**src/rtl/clksel_pkg.sv**
```systemverilog
// Clock-control shared definitions: FSM state encoding, default timing values, ack decode.
package clksel_pkg;

    typedef enum logic [1:0] {
        ST_LS    = 2'd0,
        ST_GO_HS = 2'd1,
        ST_HS    = 2'd2,
        ST_GO_LS = 2'd3
    } clk_state_e;

    localparam int unsigned SYNC_STAGES_DEFAULT = 2;
    localparam int unsigned LS_HOLD_DEFAULT     = 8;
    localparam int unsigned TIMEOUT_DEFAULT     = 255;
    localparam int unsigned CNT_W_DEFAULT       = 8;

    // A switch is acknowledged only when exactly the wanted side reports selected.
    function automatic logic ack_is(input logic want_hs, input logic hs_ack, input logic ls_ack);
        return (hs_ack == want_hs) && (ls_ack == !want_hs);
    endfunction

endpackage

```
**src/rtl/clksel_ctrl_sync_ff.sv**
```systemverilog
// Multi-flop synchroniser for a single acknowledge bit, with a selectable reset value.
module sync_ff #(
    parameter int unsigned STAGES    = 2,
    parameter logic        RESET_VAL = 1'b0
) (
    input  logic i_clk,
    input  logic i_rst_b,
    input  logic i_d,
    output logic o_q
);

    logic [STAGES-1:0] r_chain;

    // Shift the asynchronous input through the flop chain.
    always_ff @(posedge i_clk or negedge i_rst_b) begin
        if (!i_rst_b) begin
            r_chain <= {STAGES{RESET_VAL}};
        end else begin
            r_chain <= {r_chain[STAGES-2:0], i_d};
        end
    end

    assign o_q = r_chain[STAGES-1];

endmodule

```
**src/rtl/clksel_ctrl.sv**
```systemverilog
// Requester side of the CPU fast/slow clock-switch handshake.
module clksel_ctrl
    import clksel_pkg::*;
#(
    parameter int unsigned SYNC_STAGES = SYNC_STAGES_DEFAULT,
    parameter int unsigned LS_HOLD     = LS_HOLD_DEFAULT,
    parameter int unsigned TIMEOUT     = TIMEOUT_DEFAULT,
    parameter int unsigned CNT_W       = CNT_W_DEFAULT
) (
    input  logic hsclk_in,
    input  logic rst_b,
    input  logic turbo_en,
    input  logic slow_req,
    input  logic hsclk_selected,
    input  logic lsclk_selected,
    input  logic err_clr,
    output logic hsclk_sel,
    output logic hs_active,
    output logic busy,
    output logic timeout_err
);

    localparam logic [CNT_W-1:0] HOLD_LD = CNT_W'(LS_HOLD);
    localparam logic [CNT_W-1:0] TMO_MAX = CNT_W'(TIMEOUT);
    localparam logic [CNT_W:0]   TMO_EXT = (CNT_W+1)'(TIMEOUT);

    clk_state_e       r_state;
    clk_state_e       w_state_nxt;
    logic [CNT_W-1:0] r_holdoff;
    logic [CNT_W-1:0] w_holdoff_nxt;
    logic [CNT_W-1:0] r_tcnt;
    logic [CNT_W-1:0] w_tcnt_nxt;
    logic [CNT_W:0]   w_tcnt_inc;
    logic             w_tmo_hit;
    logic             w_err_set;
    logic             w_hs_ack_s;
    logic             w_ls_ack_s;
    logic             r_hsclk_sel;
    logic             r_hs_active;
    logic             r_busy;
    logic             r_timeout_err;

    sync_ff #(.STAGES(SYNC_STAGES), .RESET_VAL(1'b0)) u_hs_sync (
        .i_clk   (hsclk_in),
        .i_rst_b (rst_b),
        .i_d     (hsclk_selected),
        .o_q     (w_hs_ack_s)
    );

    sync_ff #(.STAGES(SYNC_STAGES), .RESET_VAL(1'b1)) u_ls_sync (
        .i_clk   (hsclk_in),
        .i_rst_b (rst_b),
        .i_d     (lsclk_selected),
        .o_q     (w_ls_ack_s)
    );

    assign w_tcnt_inc = {1'b0, r_tcnt} + (CNT_W+1)'(1);
    assign w_tmo_hit  = (w_tcnt_inc == TMO_EXT);

    // Next-state, counter and timeout-set decode.
    always_comb begin
        w_state_nxt   = r_state;
        w_holdoff_nxt = r_holdoff;
        w_tcnt_nxt    = '0;
        w_err_set     = 1'b0;

        case (r_state)
            ST_LS: begin
                if (slow_req || !turbo_en) begin
                    w_holdoff_nxt = HOLD_LD;
                end else if (r_holdoff == '0) begin
                    w_state_nxt = ST_GO_HS;
                end else begin
                    w_holdoff_nxt = r_holdoff - CNT_W'(1);
                end
            end
            ST_GO_HS: begin
                if (ack_is(1'b1, w_hs_ack_s, w_ls_ack_s)) begin
                    w_state_nxt = ST_HS;
                end else if (w_tmo_hit) begin
                    w_err_set   = 1'b1;
                    w_state_nxt = ST_GO_LS;
                end
            end
            ST_HS: begin
                if (slow_req || !turbo_en) begin
                    w_state_nxt = ST_GO_LS;
                end
            end
            ST_GO_LS: begin
                // LS is the only safe place to fall back to, so a timeout here just flags and keeps waiting.
                if (ack_is(1'b0, w_hs_ack_s, w_ls_ack_s)) begin
                    w_state_nxt = ST_LS;
                end else if (w_tmo_hit) begin
                    w_err_set = 1'b1;
                end
            end
            default: begin
                w_state_nxt = ST_LS;
            end
        endcase

        // Holdoff sits loaded outside LS so LS is always entered with a full hold.
        if (r_state != ST_LS) begin
            w_holdoff_nxt = HOLD_LD;
        end

        if ((w_state_nxt == r_state) && ((r_state == ST_GO_HS) || (r_state == ST_GO_LS))) begin
            w_tcnt_nxt = (r_tcnt == TMO_MAX) ? TMO_MAX : CNT_W'(w_tcnt_inc);
        end
    end

    // State and counter registers.
    always_ff @(posedge hsclk_in or negedge rst_b) begin
        if (!rst_b) begin
            r_state   <= ST_LS;
            r_holdoff <= HOLD_LD;
            r_tcnt    <= '0;
        end else begin
            r_state   <= w_state_nxt;
            r_holdoff <= w_holdoff_nxt;
            r_tcnt    <= w_tcnt_nxt;
        end
    end

    // Outputs registered from the next state so they move on the state-entry edge.
    always_ff @(posedge hsclk_in or negedge rst_b) begin
        if (!rst_b) begin
            r_hsclk_sel   <= 1'b0;
            r_hs_active   <= 1'b0;
            r_busy        <= 1'b0;
            r_timeout_err <= 1'b0;
        end else begin
            r_hsclk_sel <= (w_state_nxt == ST_GO_HS) || (w_state_nxt == ST_HS);
            r_hs_active <= (w_state_nxt == ST_HS);
            r_busy      <= (w_state_nxt == ST_GO_HS) || (w_state_nxt == ST_GO_LS);
            if (w_err_set) begin
                r_timeout_err <= 1'b1;
            end else if (err_clr) begin
                r_timeout_err <= 1'b0;
            end
        end
    end

    assign hsclk_sel   = r_hsclk_sel;
    assign hs_active   = r_hs_active;
    assign busy        = r_busy;
    assign timeout_err = r_timeout_err;

endmodule

```
**config.mk**
```make
export PLATFORM = sky130hd
export DESIGN_NAME = clksel_ctrl
export DESIGN_NICKNAME = d
export VERILOG_FILES = /design/src/rtl/clksel_pkg.sv /design/src/rtl/clksel_ctrl_sync_ff.sv /design/src/rtl/clksel_ctrl.sv
export SDC_FILE = /design/constraint.sdc
export NUM_CORES = 1
export LEC_CHECK = 0
export BUFFER_PORTS_ARGS = -buffer_cell sky130_fd_sc_hd__clkbuf_2
export CORE_ASPECT_RATIO = 1.5
export CORE_UTILIZATION = 45
export DETAILED_ROUTE_END_ITERATION = 6
export GPL_ROUTABILITY_DRIVEN = 1
export HOLD_SLACK_MARGIN = 0.15
export PLACE_DENSITY = 0.7
export SLEW_MARGIN = 20
export SYNTH_ARGS = -nofsm -noshare
export SYNTH_HDL_FRONTEND = slang
export SYNTH_SLANG_ARGS = --single-unit
export TNS_END_PERCENT = 100
```
**constraint.sdc**
```tcl
create_clock -name hsclk_in -period 2.95 [get_ports hsclk_in]
set_input_delay 0.4425 -clock hsclk_in [delete_from_list [all_inputs] [get_ports hsclk_in]]
set_output_delay 0.4425 -clock hsclk_in [all_outputs]
set_load 0.02 [all_outputs]
```
==> results_dict.tcl, run 1 <==
set metrics [dict create \
    hold_viol 0 \
    crit_type "flip-flop to flip-flop" \
    ys_seq_elements 25 \
    final.setup.worst_slack_ns 0.956 \
    pre_cts_ws_ns 0.990 \
    yosys_warnings 0 \
    rows 24 \
    finClkSkew_ns 0.00703 \
    utilization 0.523 \
    status "completed" \
    cts_sinks 25 \
    hold_buffers 0 \
    htree_levels 1 \
    crit_path_start_kind "flip-flop" \
    required_ns 3.16 \
    ant_nets 0 \
    grt_pass1_wl_microns 4550 \
    grt_max_degree 26 \
    max_cap_viol_count 0 \
    synth.distinct_cells 42 \
    fmax_mhz 502 \
    p_leak_nw 0.677 \
    syn_nets 152 \
    io_pins 11 \
    p_int_w 0.000606 \
    grt-ovfl-total 0 \
    die_x_microns 47.4 \
    first_iter_violations 32 \
    yosys.area.top_type_share 0.396 \
    finalSetupTns_ns 0 \
    routed_wl_microns 2700 \
    initial_utilization 0.478 \
    rsz0062_at_grt "false" \
    synth_area_leaders "dfrtp_1 (40%), a21oi_1 (5.8%), dfstp_2 (5.7%), ha_1 (4.5%), nor2_1 (3.5%)" \
    hold_ws_ns 0.168 \
    synthesis.area_sq_mm 0.00139 \
    synth_cells 140 \
    insertion_delay_ns 0.26 \
    period_needed_ns 1.99 \
    cts_resized 0 \
    routedWlPerCell_microns 14.1 \
    die_y_microns 70.1 \
    r2r_slack_ns 0.96 \
    gp_congestion 0.743 \
    combPwrFrac 0.308 \
    finalMaxSlewViolations 0 \
    max_slew.worst_pin.slew_ns 0.772 \
    syn_area_per_cell_sq_um 9.94 \
    synth_top_cell_by_area "dfrtp_1" \
    cp.arrival_ns 2.21 \
    end_kind "flip-flop" \
    totalPowerFinal_w 0.000929 \
    drt_pre_antenna_iters 4 \
    slew_headroom 0.485 \
    clkPwrFrac 0.213 \
    die_area_sq_mm 0.00332 \
    hp-class "primary input to async pin" \
    cts_max_path_buffers 2 \
    power.switching_w 0.000323 \
    fp.coreArea_sq_mm 0.00291 \
    cts_buffers 3 \
    grt_pass1_vias 1061 \
    pwr_density_cell_mw_per_mm2 610 \
    post-route-drc-count 0 \
    antennaDiodeCount 0 \
    grtUsageTotal 0.187 \
    setup_violations 0 \
    seqPwrFrac 0.479 \
    drive_gt1_frac 0.184 \
    clock-root-buffer "clkbuf_8" \
    vias_per_cell 5.59 \
    vias 1068 \
    ys_seq_area_frac 0.452 \
    cts_tree "built" \
    critical_path_peak_fanout 9 \
    dp_hpwl_microns 2060 \
    area_delta_synth_final_pct 9.53 \
    post-route-period-util 0.676 \
    antenna_found_initial 0 \
    swShare 0.348 \
    postCtsSetupRepairBufs 0 \
    nets 165 \
    port_buffers 10 \
    vdd_drop_max_mv 0.427 \
    clk_pin_slew_ns 0.09 \
]
worst max-delay path, stage by stage (launching register included):
cell	delay, ns
dfrtp_1	0.44
ha_1	0.30
a21o_1	0.22
nor4_4	0.49
a21o_1	0.21
ha_1	0.22
inv_1	0.05
sequential cells by signal, summed over array words and instances, names as in the netlist:
signal / cells
r_holdoff: 8
hs_active: 1
r_state: 2
r_tcnt: 8
u_ls_sync.r_chain: 2
hsclk_sel: 1
timeout_err: 1
u_hs_sync.r_chain: 2
synthesized netlist by cell type:
cell / count
a2111oi_2: 1
a211oi_1: 1
a211oi_2: 2
a21o_1: 2
a21o_2: 1
a21oi_1: 16
a221oi_2: 1
a31oi_1: 1
a32o_1: 1
and2_1: 2
and3_1: 1
and4b_1: 2
buf_4: 2
dfrtp_1: 22
dfstp_2: 3
ha_1: 5
inv_1: 11
mux2i_1: 3
nand2_1: 10
nand2b_1: 3
nand3_1: 6
nand3_2: 1
nand3b_1: 2
nand4_1: 2
nor2_1: 13
nor2b_1: 2
nor3_1: 3
nor3_4: 1
nor3b_1: 1
nor4_4: 1
nor4b_4: 1
o211ai_1: 2
o21a_1: 1
o21ai_0: 5
o22ai_2: 1
o311ai_0: 1
o31ai_1: 1
or2_2: 1
or3_1: 1
or3b_1: 1
or4_1: 1
xnor2_1: 2
per-stage QoR:
step	area (sq um)	std cells
floorplan	1390	140
global placement	1480	187
detailed placement	1480	187
CTS	1520	191
global route	1520	191
finish	1520	191
power groups by stage:
stage / registers [W] / clock network, W / logic [W]
6_report: 0.000445 / 0.000198 / 0.000287
2_1_floorplan: 0.000461 / 0 / 0.000207
3_5_place_dp: 0.000453 / 0 / 0.000287
5_1_grt: 0.000454 / 0.000221 / 0.000326
4_1_cts: 0.000446 / 0.000205 / 0.000289
3_3_place_gp: 0.000448 / 0 / 0.000280
routing by layer:
layer  track usage  vias to the layer above  wire, microns
met3        0.0233                        2             36
met2         0.352                       13           1550
met5             0                        -              0
met1         0.206                      528           1090
li1              -                      525              -
met4        0.0381                        0             17
cell families after synthesis:
logic type      after synthesis  share of synthesized area
xor+xnor                      2                     0.0126
simple gates                 55                      0.242
flops                        25                      0.452
mux                           3                     0.0216
fa+ha+maj                     5                     0.0450
buf+inv                      13                     0.0405
compound gates               37                      0.186
placed cells by master (no fill, tap or decap), drive strengths merged, types with 2 or more instances in the layout:
cell type | synthesis | routed
nand4 | 2 | 2
nand2b | 3 | 3
nor2b | 2 | 2
clkbuf | 0 | 13
ha | 5 | 5
o211ai | 2 | 2
nand3 | 7 | 7
and4b | 2 | 2
dfstp | 3 | 3
a21o | 3 | 3
inv | 11 | 11
mux2i | 3 | 3
nor3 | 4 | 4
nand2 | 10 | 10
and2 | 2 | 2
nand3b | 2 | 2
a211oi | 3 | 3
xnor2 | 2 | 2
dfrtp | 22 | 22
a21oi | 16 | 16
o21ai | 5 | 5
nor2 | 13 | 13
final timing paths:
check                                startpoint                    to  cells after the start
setup / recovery                      r_tcnt[0]             hsclk_sel                      6
hold / removal                            rst_b  u_hs_sync.r_chain[0]                      1
setup reg to reg                      r_tcnt[0]             hsclk_sel                      6
hold reg to reg            u_ls_sync.r_chain[0]  u_ls_sync.r_chain[1]                      0
max in group asynchronous                 rst_b             r_tcnt[7]                      1
min in group hsclk_in            lsclk_selected  u_ls_sync.r_chain[0]                      1
cell type report:
type                       count  area [sq um]
fill                         269          1390
multi-input combinational    102           706
sequential                    25           629
timing repair buffer          10          50.0
tap                           39          48.8
clock buffer                   3          41.3
inverter                      11          41.3
clock inverter                 1          7.51
Note: power is estimated with default switching activity, not from simulation.
==> inputs of run 2 (changes only) <==
--- a/config.mk
+++ b/config.mk
@@ -5,13 +5,14 @@
 export SDC_FILE = /design/constraint.sdc
 export NUM_CORES = 1
 export LEC_CHECK = 0
+export ABC_AREA = 1
 export BUFFER_PORTS_ARGS = -buffer_cell sky130_fd_sc_hd__clkbuf_2
 export CORE_ASPECT_RATIO = 1.5
 export CORE_UTILIZATION = 45
 export DETAILED_ROUTE_END_ITERATION = 6
 export GPL_ROUTABILITY_DRIVEN = 1
 export HOLD_SLACK_MARGIN = 0.15
-export PLACE_DENSITY = 0.7
+export PLACE_DENSITY = 0.72
 export SLEW_MARGIN = 20
 export SYNTH_ARGS = -nofsm -noshare
 export SYNTH_HDL_FRONTEND = slang
==> constraint.sdc (replaced) <==
create_clock -name hsclk_in -period 1.65 [get_ports hsclk_in]
set_input_delay 0.2475 -clock hsclk_in [delete_from_list [all_inputs] [get_ports hsclk_in]]
set_output_delay 0.2475 -clock hsclk_in [all_outputs]
set_load 0.02 [all_outputs]
==> results_dict.tcl, run 2 <==
set metrics [dict create \
    status "finished with violations" \
    violations "negative setup slack" \
    fmax_mhz 598 \
    insertion_delay_ns 0.27 \
    vdd_drop_max_mv 0.642 \
    drt_pre_antenna_iters 4 \
    syn_area_per_cell_sq_um 8.81 \
    gr-usage-met1 0.184 \
    yosys_warnings 0 \
    crit_path_start_kind "flip-flop" \
    die_y_microns 69.5 \
    crit_type "flip-flop to flip-flop" \
    max_cap_viol_count 0 \
    rsz0062_at_grt "true" \
    dp_hpwl_microns 1890 \
    place_inst 211 \
    crit_chain "ha_4 > nand3_4 > o21bai_4 > nand2_1 > nor2_2 > nand2_2 > nand2_2 > nand2_4 > buf_6 > nand2_8 > nor2_2" \
    final.setup.worst_slack_ns -0.0218 \
    grt_max_degree 26 \
    cts_buffers 3 \
    met3_usage 0.0156 \
    drive_gt1_frac 0.400 \
    htree_levels 1 \
    hp-class "flip-flop to flip-flop" \
    yosys-top-cells-count "nand2_1 (24), dfrtp_1 (22), inv_1 (22)" \
    synth_top_cell_by_area "dfrtp_1" \
    clock-root-buffer "clkbuf_8" \
    post-route-drc-count 0 \
    gp_congestion 0.827 \
    fp.coreArea_sq_mm 0.00288 \
    utilization 0.603 \
    io_pins 11 \
    final_cell_mix "nand2_1 (21), dfrtp_1 (21), inv_1 (20)" \
    cts_sinks 25 \
    reg_top3 "r_holdoff x8, r_tcnt x8" \
    yosys.area.top_type_share 0.403 \
    rows 24 \
    critPathMaxStageDelay_ns 0.43 \
    vias 1088 \
    p_leak_nw 0.792 \
    syn_nets 167 \
    clk_pin_slew_ns 0.08 \
    grt_pass1_vias 1064 \
    cts_tree "built" \
    cp.arrival_ns 1.83 \
    synth-edff-count 0 \
    first_iter_violations 13 \
    ant_nets 0 \
    antenna_found_initial 0 \
    grt_pass1_wl_microns 4240 \
    grtUsageTotal 0.177 \
    nFillCells 255 \
    slowest_stage "dfrtp_1" \
    antennaDiodeCount 0 \
    required_ns 1.81 \
    grt.busiest_layer "met2" \
    port_buffers 10 \
    hold_viol 0 \
    die_x_microns 47.0 \
    synth_cells 155 \
    post-route-period-util 1.01 \
    stdcell_count 224 \
    synthesis.area_sq_mm 0.00137 \
    met2_usage 0.329 \
    initial_utilization 0.474 \
    synth_ff_type "dfrtp_1" \
    synth_area_leaders "dfrtp_1 (40%), nand2_1 (6.6%), inv_1 (6.0%), nor2_2 (6.0%), dfstp_2 (5.8%)" \
    routedWlPerCell_microns 12.0 \
    period_needed_ns 1.67 \
    pwr_density_cell_mw_per_mm2 1130 \
    setup_violations 9 \
    cts_max_path_buffers 2 \
    ys_seq_elements 25 \
    slew_headroom 0.595 \
    finClkSkew_ns 0.00892 \
    synthArstFlopShare 1.00 \
    nets 198 \
    finalMaxSlewViolations 0 \
    die_area_sq_mm 0.00326 \
    area_delta_synth_final_pct 27.3 \
    vias_per_cell 4.86 \
    synth.distinct_cells 27 \
    max_slew.worst_pin.slew_ns 0.607 \
    ys_seq_area_frac 0.461 \
    critical_path_peak_fanout 8 \
    yosysMostFrequentCell "nand2_1" \
    routed_wl_microns 2690 \
    end_kind "flip-flop" \
    grt-ovfl-total 0 \
]
==> run 2: cell count changes after synthesis, sizes merged, moves of 3 or more <==
cell	change
a21o	-3
a21oi	-8
inv	+18
mux2i	-3
nand2	+21
nand2b	-3
nor2	+12
==> run 2: repair_timing <==
item / in CTS / in global routing
pin swaps: 9 / 7
hold buffers: 4 / 0
resized for setup: 8 / 13
endpoints found under the hold margin: 25 / 0
buffers inserted: 2 / 3
setup endpoints to repair: 9 / 11
==> run 2: worst paths after layout <==
path                                      start                    to  slack [ns]  cells after the start
setup reg to reg                      r_tcnt[0]             r_tcnt[2]       -0.02                     11
hold reg to reg            u_hs_sync.r_chain[0]  u_hs_sync.r_chain[1]        0.35                      0
min in group asynchronous                 rst_b          r_holdoff[1]        0.50                      2
hold / removal             u_hs_sync.r_chain[0]  u_hs_sync.r_chain[1]        0.35                      0
max in group asynchronous                 rst_b             r_tcnt[2]        0.71                      2
setup / recovery                      r_tcnt[0]             r_tcnt[2]       -0.02                     11
==> run 2: critical path, delay by kind of cell, from the launching register on <==
family	cells	cell delay (ns)
buffers and inverters	1	0.13
flip-flops	1	0.43
AND/OR/NAND/NOR	8	0.67
adder cells (fa/ha/maj)	1	0.21
AO/OA/AOI/OAI	1	0.14
==> run 2: power by group <==
group,switching [W],internal (W),total [W]
Combinational,0.000469,0.000333,0.000801
Clock,0.000197,0.000169,0.000367
Sequential,0.0000909,0.000706,0.000797
Total,0.000757,0.00121,0.00197
==> run 2: cells by family after synthesis <==
kind of cell             Yosys count  share of synthesized area
AND/OR/NAND/NOR                   75                      0.318
buffers and inverters             29                     0.0797
flip-flops                        25                      0.461
AO/OA/AOI/OAI                     21                     0.0953
adder cells (fa/ha/maj)            5                     0.0458
==> run 2: cell type report <==
class,count,area [sq um],share of cell area
clock buffer,3,41.3,0.0238
clock inverter,1,5.00,0.00288
inverter,29,109,0.0626
multi-input combinational,101,712,0.410
sequential,25,631,0.363
tap,39,48.8,0.0281
timing repair buffer,26,191,0.110
==> run 2: metal layers <==
metal | up-vias | wire [microns]
met5 | - | 0
met4 | 0 | 56
met3 | 5 | 44
met2 | 13 | 1530
met1 | 515 | 1060
li1 | 555 | -
==> run 2: through the flow <==
stage               hold WS [ns]  setup slack, ns  TNS (ns)  total power [W]  area (sq um)
global placement           0.278           0.0180         0          0.00145          1520
detailed placement         0.290          -0.0630    -0.318          0.00147          1520
finish                     0.354          -0.0218    -0.131          0.00197          1740
CTS                        0.358         -0.00448  -0.00847          0.00188          1660
floorplan                -0.0481           0.0151         0          0.00128          1370
global route               0.367           -0.129     -1.11          0.00209          1740
